==> src/rtl/vga_fb_arbiter.sv <==
// vga_fb_arbiter: shares one single-port pixel RAM between display prefetch (priority) and host writes.
// Define VGA_ARB_UNDERFLOW_CNT_EN to add a saturating 16-bit underflow_cnt output.
module vga_fb_arbiter #(
  parameter int ADDR_W     = 19,
  parameter int DATA_W     = 8,
  parameter int FIFO_DEPTH = 4,
  parameter int H_ACTIVE   = 640,
  parameter int V_ACTIVE   = 480
) (
  input  logic              pix_clk,
  input  logic              rst_n,
  input  logic              frame_start,
  input  logic              de,
  output logic [DATA_W-1:0] pix_data,
  output logic              underflow,
`ifdef VGA_ARB_UNDERFLOW_CNT_EN
  output logic [15:0]       underflow_cnt,
`endif
  input  logic              host_valid,
  input  logic [ADDR_W-1:0] host_addr,
  input  logic [DATA_W-1:0] host_data,
  output logic              host_ready,
  output logic [ADDR_W-1:0] mem_addr,
  output logic              mem_we,
  output logic [DATA_W-1:0] mem_wdata,
  input  logic [DATA_W-1:0] mem_rdata
);
  localparam int PW = $clog2(FIFO_DEPTH);
  localparam int CW = PW + 1;
  localparam logic [ADDR_W-1:0] LAST = ADDR_W'(H_ACTIVE * V_ACTIVE - 1);
  typedef enum logic [1:0] {IDLE, RUN, DONE} state_t;
  state_t            state;
  logic [ADDR_W-1:0] fetch_addr;
  logic [DATA_W-1:0] fifo [FIFO_DEPTH];
  logic [PW-1:0]     wr_ptr, rd_ptr;
  logic [CW-1:0]     count;
  logic [1:0]        inflight;
  logic              fetch_now, host_xfer, push, pop, starve;
  // Reserve FIFO room for reads still in the RAM pipe so a push never overflows.
  always_comb begin
    fetch_now  = state == RUN && count + CW'(inflight[0]) + CW'(inflight[1]) < CW'(FIFO_DEPTH);
    host_ready = rst_n && !fetch_now;
    host_xfer  = host_valid && host_ready;
    push       = inflight[1] && !frame_start;
    pop        = de && count != '0 && !frame_start;
    starve     = de && count == '0 && !frame_start;
  end
  always_ff @(posedge pix_clk or negedge rst_n) begin
    if (!rst_n) begin
      state      <= IDLE;
      fetch_addr <= '0;
      inflight   <= '0;
      wr_ptr     <= '0;
      rd_ptr     <= '0;
      count      <= '0;
      pix_data   <= '0;
      underflow  <= 1'b0;
      mem_addr   <= '0;
      mem_we     <= 1'b0;
      mem_wdata  <= '0;
    end else begin
      inflight <= {inflight[0] && !frame_start, fetch_now && !frame_start};
      if (frame_start) begin
        state      <= RUN;
        fetch_addr <= '0;
        wr_ptr     <= '0;
        rd_ptr     <= '0;
        count      <= '0;
      end else begin
        if (fetch_now) begin
          fetch_addr <= fetch_addr + ADDR_W'(1);
          if (fetch_addr == LAST) state <= DONE;
        end
        if (push) wr_ptr <= wr_ptr + PW'(1);
        if (pop) rd_ptr <= rd_ptr + PW'(1);
        count <= count + CW'(push) - CW'(pop);
      end
      pix_data  <= pop ? fifo[rd_ptr] : '0;
      underflow <= underflow || starve;
      mem_we    <= host_xfer;
      if (fetch_now || host_xfer) mem_addr <= fetch_now ? fetch_addr : host_addr;
      if (host_xfer) mem_wdata <= host_data;
    end
  end
  always_ff @(posedge pix_clk)
    if (push) fifo[wr_ptr] <= mem_rdata;
`ifdef VGA_ARB_UNDERFLOW_CNT_EN
  always_ff @(posedge pix_clk or negedge rst_n)
    if (!rst_n) underflow_cnt <= '0;
    else if (starve && underflow_cnt != 16'hFFFF) underflow_cnt <= underflow_cnt + 16'd1;
`endif
endmodule

==> config.mk <==
export PLATFORM = sky130hd
export DESIGN_NAME = vga_fb_arbiter
export DESIGN_NICKNAME = d
export VERILOG_FILES = /design/src/rtl/vga_fb_arbiter.sv
export SDC_FILE = /design/constraint.sdc
export NUM_CORES = 1
export LEC_CHECK = 0
export ABC_AREA = 1
export ABC_CLOCK_PERIOD_IN_PS = 2300
export BUFFER_PORTS_ARGS = -buffer_cell sky130_fd_sc_hd__buf_4
export CAP_MARGIN = 5
export CORE_ASPECT_RATIO = 1.5
export CORE_MARGIN = 8
export CORE_UTILIZATION = 35
export DETAILED_ROUTE_END_ITERATION = 16
export GPL_ROUTABILITY_DRIVEN = 0
export PLACE_DENSITY = 0.52
export SLEW_MARGIN = 5
export SYNTH_ARGS = -nofsm -noshare
export SYNTH_HDL_FRONTEND = slang
export SYNTH_SLANG_ARGS = --single-unit
==> constraint.sdc <==
create_clock -name pix_clk -period 2.3 [get_ports pix_clk]
set_input_delay 0.115 -clock pix_clk [delete_from_list [all_inputs] [get_ports pix_clk]]
set_output_delay 0.115 -clock pix_clk [all_outputs]
set_load 0.02 [all_outputs]
==> impl_metrics.csv <==
group,metric,value,unit
power_and_ir_drop,vdd_drop_max,0.4142,mV
cts,clockBufferDepth,2,
drt,drt-initial-drc-count,159,
floorplan,die_width,109.5,um
cts,clock_latency,0.34,ns
finish,drive_above_1_share,18.08,%
timing,fin_tns_setup,0,ns
logic_synthesis,synth_simple_gate_area_share,25.50,%
global_route,grt_max_degree,40,
hold_path,min_path_type,"primary input to flip-flop",
logic_synthesis,synth_cell_type_count,26,
finish,instances_no_fill,795,
logic_synthesis,synth_top_family_by_area,"simple AND/OR/NAND/NOR gates",
logic_synthesis,synth-compound-area-share,8.017,%
logic_synthesis,ys.flop_type,"dfrtp_1",
finish,n_antenna_cell,0,
cts,cts_tree,"done",
critical_path,crit_fanout,5,
critical_path,path_cells,"nor2_1, nand2_1, nand2_1, nor2_1, ha_1, inv_1, ha_1, inv_1, fa_1, o21ai_0, a21oi_1",
global_route,grt_use_total,14.35,%
floorplan,dieArea,0.01710,mm2
timing,slew_violations,0,
logic_synthesis,avgSynthCellArea,8.690,um2
timing,tightest_slew,0.5054,ns
floorplan,start_util,35.60,%
timing,rsz0062_at_grt,"no",
run,cap_viol_max_count,0,
critical_path,worstSetupEndpointType,"flip-flop",
finish,nets,680,
power_and_ir_drop,p_leak,2.719,nW
timing,setup_viol,0,
logic_synthesis,synth-seq-cells,99,
timing,worst_hold_slack,0.06019,ns
outcome,status,"finished clean",
drt,routedWlPerCell,14.97,um
timing,fin_crit_sh,89.27,%
cts,cts_buffers,9,
logic_synthesis,syn-cell-area,0.004588,mm2
drt,dr.pass1.iters,4,
logic_synthesis,synth_fa_ha_area_share,2.618,%
floorplan,io_pins,78,
cts,post_cts_resized,0,
logic_synthesis,synthXorXnorAreaFrac,0.1909,%
drt,wirelength,11900,um
logic_synthesis,synthCells,528,
logic_synthesis,ys_seq_area_share,57.49,%
drt,ant_nets,0,
logic_synthesis,synth-edff-count,32,
placement,io_buffers,77,
logic_synthesis,synth_fp_nets,577,
finish,syn2layout_area_growth,28.28,%
floorplan,rows,51,
global_route,overflow,0,
cts,cts_sinks,99,
global_route,grt_pass1_vias,3845,
floorplan,die_h,156.2,um
power_and_ir_drop,cellPowerDensity,1040,mW/mm2
critical_path,start_kind,"flip-flop",
critical_path,slowest_delay,0.44,ns
logic_synthesis,yosysWarnings,0,
timing,fin_crit,2.053,ns
timing,finClkSkew,0.007302,ns
timing,slew_headroom,66.31,%
critical_path,critPathArrivalTime,2.28,ns
critical_path,crit_slowest_cell,"dfrtp_1",
critical_path,path_class,"flip-flop to flip-flop",
drt,drcViolationCount,0,
placement,dp_cells,757,
timing,hold_viol,0,
cts,clk_pin_slew_worst_paths,0.07,ns
critical_path,required,2.53,ns
cts,clockRootBuffer,"clkbuf_16",
drt,viasPerCell,4.799,
drt,vias,3815,
placement,hpwl,8670,um
logic_synthesis,synth_mux_area_share,0,%
global_route,antenna_found_initial,0,
timing,max_freq,0.4870,GHz
logic_synthesis,async_flop_share,67.68,%
global_route,grt_pass1_wl,19010,um
cts,cts.htree.levels,3,
finish,num-fill-cells,1264,
floorplan,core-area,0.01289,mm2
-- synthesized netlist by cell type (2+ instances only) --
library cell  instances  share of area [%]
nand4_1              13                1.8
ha_1                  8                2.2
clkbuf_1              4               0.33
buf_4                 4               0.65
edfxtp_1             32                 21
nand3_1              34                3.7
buf_6                 2               0.49
buf_2                 8               0.87
nand3_2               2               0.44
nand2_2               2               0.27
a21oi_1              13                1.4
dfrtp_1              67                 37
inv_2                 2               0.16
nor3_1                5               0.55
nor2_1               71                5.8
o21ai_0              56                6.1
inv_1                43                3.5
nand2_1             152                 12
o21ai_1               3               0.33
-- where the power goes --
group | switching [mW] | internal, mW
clock | 0.656 | 0.956
sequential | 0.216 | 2.15
combinational | 1.33 | 0.809
-- layout make-up --
cell class | count | area (um2) | area share (%)
sequential | 99 | 2638 | 44.81
tap | 159 | 198.9 | 3.380
multi-input combinational | 364 | 1667 | 28.32
timing repair buffer | 111 | 890.9 | 15.14
clock buffer | 10 | 229.0 | 3.890
clock inverter | 6 | 90.09 | 1.531
inverter | 46 | 172.7 | 2.934
-- flip-flops by register name (all words and copies together) (netlist names) --
name        cells
fifo           32
fetch_addr     19
mem_addr       19
mem_wdata       8
pix_data        8
count           3
inflight        2
rd_ptr          2
state           2
wr_ptr          2
mem_we          1
underflow       1
-- path summary, 6_finish.rpt --
path	startpoint	end	slack, ns	cells past startpoint
worst max-delay path	count[1]	count[2]	0.25	11
worst min register to register	state[0]	state[0]	0.47	2
min in group asynchronous	rst_n	pix_data[1]	0.18	2
worst max register to register	count[1]	count[2]	0.25	11
worst min-delay path	de	underflow	0.06	3
max in group asynchronous	rst_n	fetch_addr[7]	1.33	3
-- per-stage QoR --
stage	cell area [um2]	setup slack (ns)	total power, mW	utilization [%]
finish	5886	0.2468	6.119	45.66
detailed placement	5356	0.2555	4.496	41.56
global route	5886	0.006992	6.523	45.66
global placement	5356	0.3179	4.468	41.56
CTS	5856	0.1541	6.145	45.43
floorplan	4588	0.3920	3.658	-
-- cell usage in the layout (no fill, tap or decap) --
cell type / n
nand3_4: 1
clkbuf_1: 1
fa_1: 1
buf_12: 1
o21bai_1: 1
nor3_1: 5
dfrtp_1: 67
clkbuf_16: 9
nand2_1: 152
inv_1: 43
bufinv_16: 2
nor2_2: 1
nand4_1: 13
nand3_1: 34
clkinv_4: 3
nor2_1: 71
clkinv_1: 2
edfxtp_1: 32
buf_4: 92
o21ai_0: 56
nand2_2: 2
a21oi_1: 13
ha_1: 8
o21ai_1: 3
inv_2: 2
xor2_1: 1
dlygate4sd3_1: 18
nand3_2: 2
-- worst max-delay path: cells and delay by family, from the launching register on --
family | cells | cell delay, ns
adder cells (fa/ha/maj) | 3 | 0.78
AND/OR/NAND/NOR | 4 | 0.39
buffers and inverters | 2 | 0.11
flip-flops | 1 | 0.44
AO/OA/AOI/OAI | 2 | 0.22
-- per-layer routing --
layer  vias up  wire (um)  share of wire (%)  track usage [%]
met2        72       6729                 57            26.63
met3        19        387                3.3            2.511
met4         0        273                2.3            6.460
met5         -          0                  0                0
li1       1928          -                  -                -
met1      1796       4513                 38            15.08
-- cell families after synthesis --
| logic type | count (synthesis) |
|---|---|
| compound gates | 73 |
| simple gates | 281 |
| xor+xnor | 1 |
| flops | 99 |
| buf+inv | 65 |
| fa+ha+maj | 9 |
-- repair_timing --
action	CTS	global route
setup endpoints to repair	0	1
endpoints found under the hold margin	72	0
hold buffers	18	0
buffers inserted	0	4
(Power assumes the default switching activity.)
